`config.mk`:
```
export PLATFORM = sky130hd
export DESIGN_NAME = div_control
export DESIGN_NICKNAME = d
export VERILOG_FILES = /design/src/rtl/div_control.sv
export SDC_FILE = /design/constraint.sdc
export NUM_CORES = 1
export LEC_CHECK = 0
export ABC_AREA = 1
export CAP_MARGIN = 10
export CORE_MARGIN = 10
export CORE_UTILIZATION = 61
export CTS_CLUSTER_DIAMETER = 60
export CTS_CLUSTER_SIZE = 14
export DETAILED_ROUTE_END_ITERATION = 12
export DONT_BUFFER_PORTS = 1
export GPL_ROUTABILITY_DRIVEN = 0
export GPL_TIMING_DRIVEN = 0
export PLACE_DENSITY = 0.77
export SYNTH_ARGS = -nofsm -noshare
export SYNTH_HDL_FRONTEND = slang
export SYNTH_SLANG_ARGS = --single-unit
export TNS_END_PERCENT = 10
```
`constraint.sdc`:
```
create_clock -name clk -period 4.6 [get_ports clk]
set_clock_uncertainty 0.05 [all_clocks]
set_input_delay 1.38 -clock clk [delete_from_list [all_inputs] [get_ports clk]]
set_output_delay 1.38 -clock clk [all_outputs]
set_load 0.01 [all_outputs]
```
`src/rtl/div_control.sv`:
```
// Sequential signed divider: radix-2 restoring division over WIDTH iterations,
// with sign fix-up, divide-by-zero and overflow flagging through data_exception.
module div_control #(
  parameter int WIDTH = 32
) (
  input  logic             clk,
  input  logic             reset_n,
  input  logic             ctrl_div,
  input  logic [WIDTH-1:0] data_operandA,
  input  logic [WIDTH-1:0] data_operandB,
  output logic [WIDTH-1:0] data_result,
  output logic [WIDTH-1:0] data_remainder,
  output logic             data_exception,
  output logic             data_resultRDY,
  output logic             busy
);

  localparam int CW = (WIDTH > 1) ? $clog2(WIDTH) : 1;
  localparam logic [CW-1:0] LAST = CW'(WIDTH - 1);
  localparam logic [WIDTH-1:0] MIN_NEG = {1'b1, {(WIDTH-1){1'b0}}};
  localparam logic [WIDTH-1:0] ALL_ONES = {WIDTH{1'b1}};

  typedef enum logic [1:0] {IDLE, ITER, FIX, DONE} state_t;

  state_t state, state_n;

  logic [WIDTH-1:0] q;
  logic [WIDTH-1:0] r;
  logic [WIDTH:0]   dv;
  logic [CW-1:0]    cnt;
  logic             sq, sr, ovf, dz;

  logic [WIDTH-1:0] abs_a, abs_b;
  logic             b_zero;
  logic [WIDTH:0]   r_shift, r_trial;
  logic             take;

  assign abs_a  = data_operandA[WIDTH-1] ? -data_operandA : data_operandA;
  assign abs_b  = data_operandB[WIDTH-1] ? -data_operandB : data_operandB;
  assign b_zero = (data_operandB == '0);

  // Partial remainder always stays below |B| <= 2^(WIDTH-1), so WIDTH bits hold it
  // between iterations; only the shifted trial value needs the extra bit.
  assign r_shift = {r, q[WIDTH-1]};
  assign r_trial = r_shift - dv;
  assign take    = (r_shift >= dv);

  always_comb begin
    state_n = state;
    case (state)
      ITER:    if (cnt == LAST) state_n = FIX;
      FIX:     state_n = DONE;
      default: state_n = state;
    endcase
    if (ctrl_div) state_n = b_zero ? DONE : ITER;
  end

  always_ff @(posedge clk) begin
    if (!reset_n) state <= IDLE;
    else          state <= state_n;
  end

  always_ff @(posedge clk) begin
    if (!reset_n) begin
      q              <= '0;
      r              <= '0;
      dv             <= '0;
      cnt            <= '0;
      sq             <= 1'b0;
      sr             <= 1'b0;
      ovf            <= 1'b0;
      dz             <= 1'b0;
      data_result    <= '0;
      data_remainder <= '0;
      data_exception <= 1'b0;
      data_resultRDY <= 1'b0;
      busy           <= 1'b0;
    end else begin
      busy <= (state_n == ITER) || (state_n == FIX);
      if (ctrl_div) begin
        data_resultRDY <= 1'b0;
        if (state == IDLE || state == DONE) data_exception <= 1'b0;
        sq  <= data_operandA[WIDTH-1] ^ data_operandB[WIDTH-1];
        sr  <= data_operandA[WIDTH-1];
        ovf <= (data_operandA == MIN_NEG) && (data_operandB == ALL_ONES);
        dz  <= b_zero;
        // A zero divisor keeps the raw dividend in q so it can be returned as remainder.
        q   <= b_zero ? data_operandA : abs_a;
        r   <= '0;
        dv  <= {1'b0, abs_b};
        cnt <= '0;
      end else begin
        case (state)
          ITER: begin
            r   <= take ? r_trial[WIDTH-1:0] : r_shift[WIDTH-1:0];
            q   <= {q[WIDTH-2:0], take};
            cnt <= cnt + 1'b1;
          end
          FIX: begin
            data_result    <= ovf ? MIN_NEG : (sq ? -q : q);
            data_remainder <= ovf ? '0 : (sr ? -r : r);
            data_exception <= ovf;
            data_resultRDY <= 1'b1;
          end
          DONE: begin
            if (dz) begin
              data_result    <= '0;
              data_remainder <= q;
              data_exception <= 1'b1;
              data_resultRDY <= 1'b1;
              dz             <= 1'b0;
            end else begin
              data_resultRDY <= 1'b0;
            end
          end
          default: data_resultRDY <= 1'b0;
        endcase
      end
    end
  end

endmodule

```
**Word level (Yosys, flattened, before mapping)**

Index checks and enable logic that the tools add are counted.

- Bits of input ports: 67
- Word-level logic and storage cells: 73
- Bits in registers: 174
- Output and inout port bits: 67

- Add/sub/neg operators: 6
- $lt $le $gt $ge: 1
- Multiplexer cells: 26
- Reductions and logical operators: 12
- Bitwise logic cells: 3
- Equality and inequality tests: 11

Operators with widths:

| operator | count |
|---|---|
| 32-bit 2-to-1 mux | 12 |
| 32-bit negation | 4 |
| 32-bit one-hot mux with 2 select lines | 2 |
| 32-bit == test, second input constant | 2 |
| 33-bit by 32-bit greater-or-equal comparator with 1-bit output | 1 |
| 32-bit logical NOT | 1 |
| 32-bit subtractor | 1 |
| 2-bit == test, second input constant | 3 |
| 1-bit 2-to-1 mux | 6 |
| 2-bit 2-to-1 mux | 3 |
| 3-bit AND reduction | 2 |
| 2-bit nonzero test | 3 |
| 5-bit by 1-bit adder with 5-bit output, second input constant | 1 |
| 5-bit == test, second input constant | 1 |
| 2-bit by 1-bit == test with 1-bit output, second input constant | 2 |
| 2-bit one-hot mux with 2 select lines | 1 |
| 3-bit != test, second input constant | 1 |
| 1-bit one-hot mux with 3 select lines | 1 |
| 3-bit nonzero test | 1 |
| 2-bit logical NOT | 1 |
| 1-bit logical OR | 2 |
| 2-bit by 1-bit != test with 1-bit output, second input constant | 1 |
| 2-bit != test, second input constant | 1 |
| 1-bit NOT | 2 |
| other kinds (4) | 4 |

**Depth between registers and ports, before layout**

Gate-level depths: netlist of run 1.

- Depth in word-level cells: 6
- Mapped depth: 17
- Depth with buffers taken out: 16

**Worst setup path before layout of run 1**

Ideal clock, no wire load.

- Path type: input to register
- Start point: input port data_operandB[0]
- End point: register q[5]
- Stages on the path: 12
- Arrival time: 2.733 ns
- Slack: 1.685 ns
- Buffers on the path: 1
- Cells stage by stage: inv_1 -> ha_1 -> nand3_1 -> nor2_2 -> nand3_2 -> nor2_4 -> inv_2 -> buf_2 -> nand2_1 -> o21ai_1 -> o21ai_0 -> a21oi_1

- Cells in the longest elaborated chain, start to end: 3

Ends and longest elaborated chain:

| what | RTL line | RTL |
|---|---|---|
| from (decl) | 10 | `input logic [WIDTH-1:0] data_operandB,` |
| 32-bit logical NOT | 40 | `assign b_zero = (data_operandB == '0);` |
| 32-bit 2-to-1 mux | 88 | `q <= b_zero ? data_operandA : abs_a;` |
| 32-bit 2-to-1 mux | 80 | `if (ctrl_div) begin` |
| to (signal assigned) | 88 |  |
| to (signal assigned) | 96 | `q <= {q[WIDTH-2:0], take};` |
| to (decl) | 27 | `logic [WIDTH-1:0] q;` |

No other way between the ends.
A chain may end at the register's enable or synchronous reset.

**Worst setup path after layout of run 1**

- Start point: input port data_operandB[0]
- End point: register q[28]

Same word-level chain as after synthesis.

==> metrics, run 1 <==
vias roughly 16000; Die X roughly 170 µm; ratio of cells with drive above 1 in the final layout 4.49%; Synth cell types 46; RSZ-0062 raised after global routing no; Pleak 0.00678 µW; fill cell count approximately 2100; gr ovfl total 0; share of the synthesized area in the top cell type 25.8%; multi-input logic area ~8500 µm²; CTS Buf Count 17; Final WS setup 1.46 ns; # DRC 0; most frequent cell after synthesis nand2_1; crit path max fanout 10; first-pass GRT wire length ~74000 µm; Post-Syn Nets 2415; asr flop ratio synth 0%; area leader, netlist dfxtp_1; 1st-pass router iterations 7; clock-pin slew on the worst setup and hold paths roughly 0.080 ns; post-synthesis sequential area ratio 25.8%; Max-slew headroom about half; HPWL after DPL between 30000 and 40000 µm; # port buffers 0; slowest cell on the critical path nor2_2; synth cell count leaders 648 x nand2_1, 289 x inv_1, 238 x nand3_1; Seq cells post-synth approximately 170; CTS root buf clkbuf_16; clk sink count between 150 and 200; WP buf/inv 3; top_reg_cell synth dfxtp_1; largest net degree at the start of global routing 19; Final ANT Viol Nets 0; die area about 28000 µm²; Hold Path Class reg2reg; post-CTS setup buffers 0; fin nets around 2400; CP top delay family simple AND/OR/NAND/NOR gates; crit end category flip-flop; initial antenna violation count 0; total core area between 20000 and 25000 µm²; # resized after CTS 0; Std-Cell Rows 54; outcome complete, no violations; Synth area leaders dfxtp_1 26%, nand2_1 18%, nand3_1 8.8%, a21oi_1 8.4%, inv_1 8.0%; crit-path max cell delay around 0.28 ns; IO Pins ~130; vias in the first global route approximately 14000; VDD IR max 275 µV; FMAX approximately 320 MHz; Gate Count Post-Synth about 2300; Worst Path Arrival between 3 and 4 ns; CTS tree built; GRT Resource Usage Total between 30% and 40%; Register Area 3480 µm²; Pins Over Slew Limit 0; Setup WS pre-CTS about 1.1 ns; DRT iter0 DRCs roughly 1600; Die Ht between 150 and 200 µm; Worst Setup Start Kind input pin; setup_tns 0 ns; vias per inst 5.92; drt total wl 48200 µm; Layout area overhead 6.93%; final number of hold-violating endpoints 0; area of the mapped netlist between 10000 and 15000 µm²; DR WL/cell between 15 and 20 µm; Avg Inst Size Synth a little under 6 µm²; Clock Path Buffers 2; Max Cap Viol 0; kind of critical path in2reg; H-Tree Depth 4; final setup fails 0; Syn. warnings 0; worst-path cell chain inv_1, ha_1, nand3_1, nor2_2, nand3_2, nor2_4, inv_2, clkbuf_1, nand2_1, nand3_1, nand2_1, a21oi_1; fin crit period 3.14 ns; Pwr Density ~270 nW/µm²; clk_lat worst skew 0.45 ns; Slew @ Worst Pin 0.779 ns; Post-synth EDFFs 0; cts hold-fix bufs 0; Period Utilization, post-route between 60% and 70%; Req. time, crit path about 4.9 ns; initial core utilization about three fifths
==> area by class of cell <==
type / instances / share of cell area [%]
antenna: 1 / 0.0173
buffer: 96 / 3.00
clock buffer: 18 / 3.04
clock inverter: 14 / 0.989
inverter: 300 / 7.80
multi-input combinational: 1735 / 58.6
sequential: 174 / 24.1
tap: 280 / 2.43
==> cells in the final DEF, fill, tap and decap left out, types with 11 or more instances in the layout <==
cell       synthesis  routed
nand2_1          648     648
nor2_1           193     193
ha_1              42      42
clkbuf_16          0      17
nor3_1            32      32
xor2_1            31      31
nand4_1           43      43
buf_1             11      11
buf_2             13      13
clkbuf_1          64      64
o22ai_1           24      24
inv_1            289     289
dfxtp_1          174     174
o21ai_0          154     154
a21oi_1          226     226
xnor2_1           13      13
nand3_1          238     238
==> stage by stage <==
step                      hold WS, ns  area, µm²  power, µW  util [%]  std cells
after floorplan                 0.372      13500       2250         -       2305
after global placement          0.389      13800       2470      63.4       2585
after detailed placement        0.398      13800       2480      63.4       2585
after CTS                       0.419      14400       3890      66.1       2617
after global routing            0.435      14400       4080      66.1       2617
final                           0.421      14400       3930      66.1       2618
==> per-layer routing <==
layer,vias up,track usage (%),wire [µm]
li1,7583,-,-
met1,6927,38.3,18400
met2,831,52.5,21700
met3,165,7.53,4860
met4,0,19.8,3250
met5,-,0,0
==> worst reg2reg max path: cells and delay by family (launching register included) <==
| family | cells | cell delay (ns) |
|---|---|---|
| flip-flops | 1 | 0.51 |
| adder cells (fa/ha/maj) | 1 | 0.35 |
| AO/OA/AOI/OAI | 2 | 0.40 |
| buffers and inverters | 1 | 0.18 |
| AND/OR/NAND/NOR | 9 | 1.21 |
==> logic make-up after synthesis <==
kind of cell               after synthesis  synth area share (%)
adders and majority gates               43                  4.04
AOI/OAI and AO/OA                      449                  17.7
and+or+nand+nor                       1199                  38.0
xor gates and xnor gates                44                  2.86
DFF                                    174                  25.8
buffers and inverters                  396                  11.6
==> worst paths after layout <==
| path | start | endpoint | slack [ns] | cells after the start |
|---|---|---|---|---|
| setup reg to reg | r[5] | r[21] | 1.82 | 13 |
| setup / recovery | data_operandB[0] | q[28] | 1.46 | 12 |
| hold / removal | dv[24] | dv[24] | 0.42 | 2 |
| hold reg to reg | dv[24] | dv[24] | 0.42 | 2 |
==> flip-flops by register name, summed over array words and instances (netlist names), 2 cells and up <==
register,flops
q,32
cnt,5
data_remainder,32
data_result,32
r,32
state,2
dv,32
==> power by group <==
part           internal [µW]  switching, µW
Clock                    736            710
Combinational            265            615
Sequential              1550           46.8
(Power assumes the default switching activity.)
==> run 2: changes to the inputs <==
- clock period: 4.6 -> 3 ns (I/O delays scaled with it)
==> run 2 against run 1 <==
Against the previous run: routed wire length is 0.29% higher; final area about the same; sequential cell count is the same; count of clock-buffer cells in the layout is the same; via count grew 0.20%; critical endpoint is now r[21]; largest cell class unchanged; highest routed layer unchanged.
==> metrics, run 2 (synthesized netlist as in run 1, its figures left out) <==
die area 28500 µm² (unchanged); kind of critical path reg2reg (was in2reg); DR WL/cell 18.5 µm (was 18.4 µm); Pleak 0.00678 µW (about the same); slowest cell on the critical path dfxtp_1 (was nor2_2); initial core utilization 61.8% (unchanged); drt total wl 48400 µm (was 48200 µm); crit end category flip-flop (unchanged); H-Tree Depth 4 (unchanged); Clock Path Buffers 2 (unchanged); CTS root buf clkbuf_16 (unchanged); post-route cell area 14400 µm² (about the same); # DRC 0 (unchanged); Slew @ Worst Pin 0.778 ns (was 0.779 ns); DRT iter0 DRCs 1541 (was 1584); first-pass GRT wire length 74500 µm (was 74400 µm); vias per inst 5.94 (was 5.92); WP buf/inv 1 (was 3); 1st-pass router iterations 7 (unchanged); clk sink count 174 (unchanged); worst-path cell chain ha_1, nand2_1, nand2_1, a21oi_1, nand3_1, nand2_1, nand2_2, nand2_2, nand2_4, buf_6, nand3_1, nand3_1, a21oi_1 (was inv_1, ha_1, nand3_1, nor2_2, nand3_2, nor2_4, inv_2, clkbuf_1, nand2_1, nand3_1, nand2_1, a21oi_1); fin crit period roughly 2.8 ns; Worst Path Arrival 3.11 ns (was 3.42 ns); Final Power 6030 µW (was 3930 µW); Die X 169 µm (unchanged); CTS tree built (unchanged); outcome complete, no violations (unchanged); Req. time, crit path 3.34 ns (was 4.88 ns); IO Pins 134 (unchanged); Std-Cell Rows 54 (unchanged); commonest non-fill, non-tap cell in the layout nand2_1 (unchanged); Die Ht 169 µm (unchanged); initial antenna violation count 0 (unchanged); CTS Buf Count 17 (unchanged); Pins Over Slew Limit 0 (unchanged); cts hold-fix bufs 0 (unchanged); Register Area 3480 µm² (unchanged); RSZ-0062 raised after global routing no (unchanged); # resized after CTS 0 (unchanged); total core area 21800 µm² (unchanged); Hold Path Class reg2reg (unchanged); reg-to-reg slack, setup 0.22 ns (was 1.82 ns); crit path max fanout 10 (unchanged); clk_lat worst skew 0.46 ns (was 0.45 ns); final number of hold-violating endpoints 0 (unchanged); vias in the first global route 13932 (was 13936); fill cell count 2123 (was 2122); Layout area overhead 6.91% (was 6.93%); Pwr Density 418 nW/µm² (was 272 nW/µm²); # port buffers 0 (unchanged); final setup fails 0 (unchanged); Max Cap Viol 0 (unchanged); multi-input logic area 8450 µm² (unchanged); crit-path max cell delay 0.51 ns (was 0.28 ns); Max-slew headroom 48.1% (about the same); fin nets 2434 (unchanged); post-CTS setup buffers 0 (unchanged); ratio of cells with drive above 1 in the final layout 4.49% (unchanged); gr ovfl total 0 (unchanged); commonest non-fill, non-tap cells in the layout 648 x nand2_1, 289 x inv_1, 238 x nand3_1 (unchanged); FMAX between 300 and 400 MHz; clock-pin slew on the worst setup and hold paths 0.07 ns (was 0.08 ns); HPWL after DPL 38800 µm (unchanged); GRT Resource Usage Total 32.5% (about the same); CP top delay family simple AND/OR/NAND/NOR gates (unchanged); Period Utilization, post-route ~93%; vias 15537 (was 15506); Worst Setup Start Kind flip-flop (was input pin); largest net degree at the start of global routing 19 (unchanged); VDD IR max 432 µV (was 275 µV); Final ANT Viol Nets 0 (unchanged); number of diodes 0 (was 1); Post-DP Area 13800 µm² (unchanged)
## run 2: tightest hold or removal path: stages (launching register included)
cell and delay, ns:
dfxtp_1 0.34, a21oi_1 0.06, inv_1 0.04
## run 2: area by class of cell
cell class                      count  share of cell area [%]
Multi-Input combinational cell   1735                    58.6
Sequential cell                   174                    24.1
Inverter                          300                    7.81
Clock buffer                       18                    3.04
Buffer                             96                    3.00
Tap cell                          280                    2.43
Clock inverter                     14                   0.989
## run 2: layer usage
metal,vias up,wire (µm),GRT usage (%)
li1,7576,-,-
met1,6942,18500,38.3
met2,860,21700,52.5
met3,159,4970,7.55
met4,0,3160,19.7
met5,-,0,0
## run 2: per-stage QoR
stage	util (%)	hold WS, ns	worst slack (ns)	cells	setup TNS (ns)
final	66.1	0.420	0.221	2617	0
after detailed placement	63.4	0.398	-0.0588	2585	-0.312
after global placement	63.4	0.389	-0.0365	2585	-0.102
after CTS	66.1	0.419	0.346	2617	0
after floorplan	-	0.372	0.565	2305	0
after global routing	66.1	0.435	0.166	2617	0
## run 2: report_power, final
| part | total [µW] | internal (µW) | leakage [µW] | switching (µW) |
|---|---|---|---|---|
| sequential | 2450 | 2380 | 0.00142 | 71.5 |
| clock | 2230 | 1130 | 0.000285 | 1100 |
| combinational | 1350 | 407 | 0.00508 | 943 |
## run 2: worst paths after layout
| path | from | to | depth (start not counted) |
|---|---|---|---|
| max | r[5] | r[21] | 13 |
| min | dv[24] | dv[24] | 2 |
| max reg2reg | r[5] | r[21] | 13 |
| min reg2reg | dv[24] | dv[24] | 2 |
==> edit, RTL diff (config.mk and constraints of run 1) <==
Add an input register stage for `ctrl_div`, cleared by the reset; this delays it by one clock. The other inputs are not delayed to match.
--- a/src/rtl/div_control.sv
+++ b/src/rtl/div_control.sv
@@ -21,6 +21,16 @@
   localparam logic [WIDTH-1:0] ALL_ONES = {WIDTH{1'b1}};
 
   typedef enum logic [1:0] {IDLE, ITER, FIX, DONE} state_t;
+
+  logic ctrl_div_q;
+
+  always_ff @(posedge clk) begin
+    if (!reset_n) begin
+      ctrl_div_q <= '0;
+    end else begin
+      ctrl_div_q <= ctrl_div;
+    end
+  end
 
   state_t state, state_n;
 
@@ -52,7 +62,7 @@
       FIX:     state_n = DONE;
       default: state_n = state;
     endcase
-    if (ctrl_div) state_n = b_zero ? DONE : ITER;
+    if (ctrl_div_q) state_n = b_zero ? DONE : ITER;
   end
 
   always_ff @(posedge clk) begin
@@ -77,7 +87,7 @@
       busy           <= 1'b0;
     end else begin
       busy <= (state_n == ITER) || (state_n == FIX);
-      if (ctrl_div) begin
+      if (ctrl_div_q) begin
         data_resultRDY <= 1'b0;
         if (state == IDLE || state == DONE) data_exception <= 1'b0;
         sq  <= data_operandA[WIDTH-1] ^ data_operandB[WIDTH-1];
Check against the original RTL: not equivalent (Yosys sat finds a counterexample within 4 cycles, from zero or initial values and one cycle with reset_n low).
==> edit against run 1 <==
Area after synthesis up 2.2%; setup slack better by 110 ps; cell area up 2.1%; critical endpoint is now q[21]$_SDFFE_PN0P_; fmax up 3.5%; via count up 0.74%; sequential cell count up 1; critical path type unchanged; hold slack worse by 1.1 ps; wire length down 1.6%.
Power is not compared: it rests on default switching activity, and its combinational part moved more than twofold at a synthesized area within 25%.
==> edit: results (changes against run 1) <==
<table>
<tr><th>Metric</th><th>Value</th></tr>
<tr><th colspan="2">Cells and area</th></tr>
<tr><td>Fraction of layout cells with a size suffix above 1</td><td>0.04427 (-0.0006596)</td></tr>
<tr><td>Share of the final layout cell area in multi-input gates</td><td>0.5847 (-0.001084)</td></tr>
<tr><td>Final cell area excluding filler cells</td><td>14,730 sq um (+2.1%)</td></tr>
<tr><td>Number of ordinary inverters in the final layout</td><td>320 (+6.7%)</td></tr>
<tr><td>Layout net count</td><td>2,514 (+3.3%)</td></tr>
<tr><td>Non-clock buffers, area share</td><td>0.03168 (+0.001677)</td></tr>
<tr><td>Clock buffers and inverters, area share</td><td>0.04051 (+0.0001904)</td></tr>
<tr><td>Layout fillers</td><td>2,177 (+2.6%)</td></tr>
<tr><th colspan="2">Worst setup path</th></tr>
<tr><td>Arrival time at the worst endpoint</td><td>3300 ps (-120 ps)</td></tr>
<tr><td>Critical register-to-register path startpoint</td><td>q[31]$_SDFFE_PN0P_</td></tr>
<tr><td>Depth of the worst register-to-register path</td><td>15 (+2)</td></tr>
<tr><td>Endpoint of the worst register-to-register path</td><td>r[28]$_SDFFE_PP0P_</td></tr>
<tr><td>Worst Setup EP</td><td>q[21]$_SDFFE_PN0P_</td></tr>
<tr><th colspan="2">Logic synthesis</th></tr>
<tr><td>Synthesized net count</td><td>2,495 (+3.3%)</td></tr>
<tr><td>Top cell types by occurrence after synthesis</td><td>nand2_1, inv_1, nand3_1, a21oi_1, nor2_1</td></tr>
<tr><th colspan="2">Global routing</th></tr>
<tr><td>Number of global-route vias before repair</td><td>14,230 (+2.1%)</td></tr>
<tr><td>Met2 Track Usage GR</td><td>0.5284 (+0.003527)</td></tr>
<tr><td>Global Route met3 Usage</td><td>0.06594 (-0.009325)</td></tr>
<tr><td>Routing usage on met1</td><td>0.3644 (-0.01845)</td></tr>
<tr><td>Global-route wire length before repair</td><td>74,060 microns (-0.51%)</td></tr>
<tr><th colspan="2">Timing</th></tr>
<tr><td>Remaining max-slew budget at the tightest pin</td><td>0.5225 (+0.04175)</td></tr>
<tr><td>Worst-case hold slack</td><td>419.8 ps (-1.116 ps)</td></tr>
<tr><td>FMAX</td><td>329.4 MHz (+3.5%)</td></tr>
<tr><th colspan="2">Route</th></tr>
<tr><td>Total routed wirelength</td><td>47,470 microns (-1.6%)</td></tr>
<tr><th colspan="2">Outcome</th></tr>
<tr><td>Run status</td><td>complete, no violations</td></tr>
<tr><th colspan="2">Place</th></tr>
<tr><td>Pre-CTS worst setup slack</td><td>1184 ps (+122.5 ps)</td></tr>
<tr><td>Dpl hpwl</td><td>38,670 microns (-0.38%)</td></tr>
<tr><th colspan="2">Clocking</th></tr>
<tr><td>Sink count of the clock tree</td><td>175 (+0.57%)</td></tr>
<tr><th colspan="2">Worst hold path</th></tr>
<tr><td>Worst Min Path Start</td><td>dv[30]$_SDFFE_PN0P_</td></tr>
</table>
-- edit: changes by cell type in the layout (fill, tap and decap cells not counted), moves of 6 or more --
cell / run 1 / this run
xor2_1: 31 / 25
nand3_1: 238 / 228
buf_2: 13 / 7
nand2_1: 648 / 734
o22ai_1: 24 / 12
inv_1: 289 / 311
nand3b_1: 0 / 14
-- edit: power groups by stage --
stage	combinational, mW	sequential, mW	clock, mW
finish	6.35	1.85	1.47
floorplan	4.87	1.79	0
CTS	6.23	1.83	1.47
detailed placement	6.18	1.87	0
global placement	6.09	1.86	0
global route	7.17	1.86	1.53
-- edit: logic make-up after synthesis --
group | count (synthesis) | share of synthesized area
XOR/XNOR | 40 | 0.02542
flip-flops | 175 | 0.2542
AO/OA/AOI/OAI | 428 | 0.1632
AND/OR/NAND/NOR | 1283 | 0.3967
buffers and inverters | 416 | 0.1210
adder cells (fa/ha/maj) | 43 | 0.03957
-- edit: worst min-delay path: stages (launching register included) --
cell,delay (ps)
dfxtp_1,340
nand2_1,50
o21ai_0,50
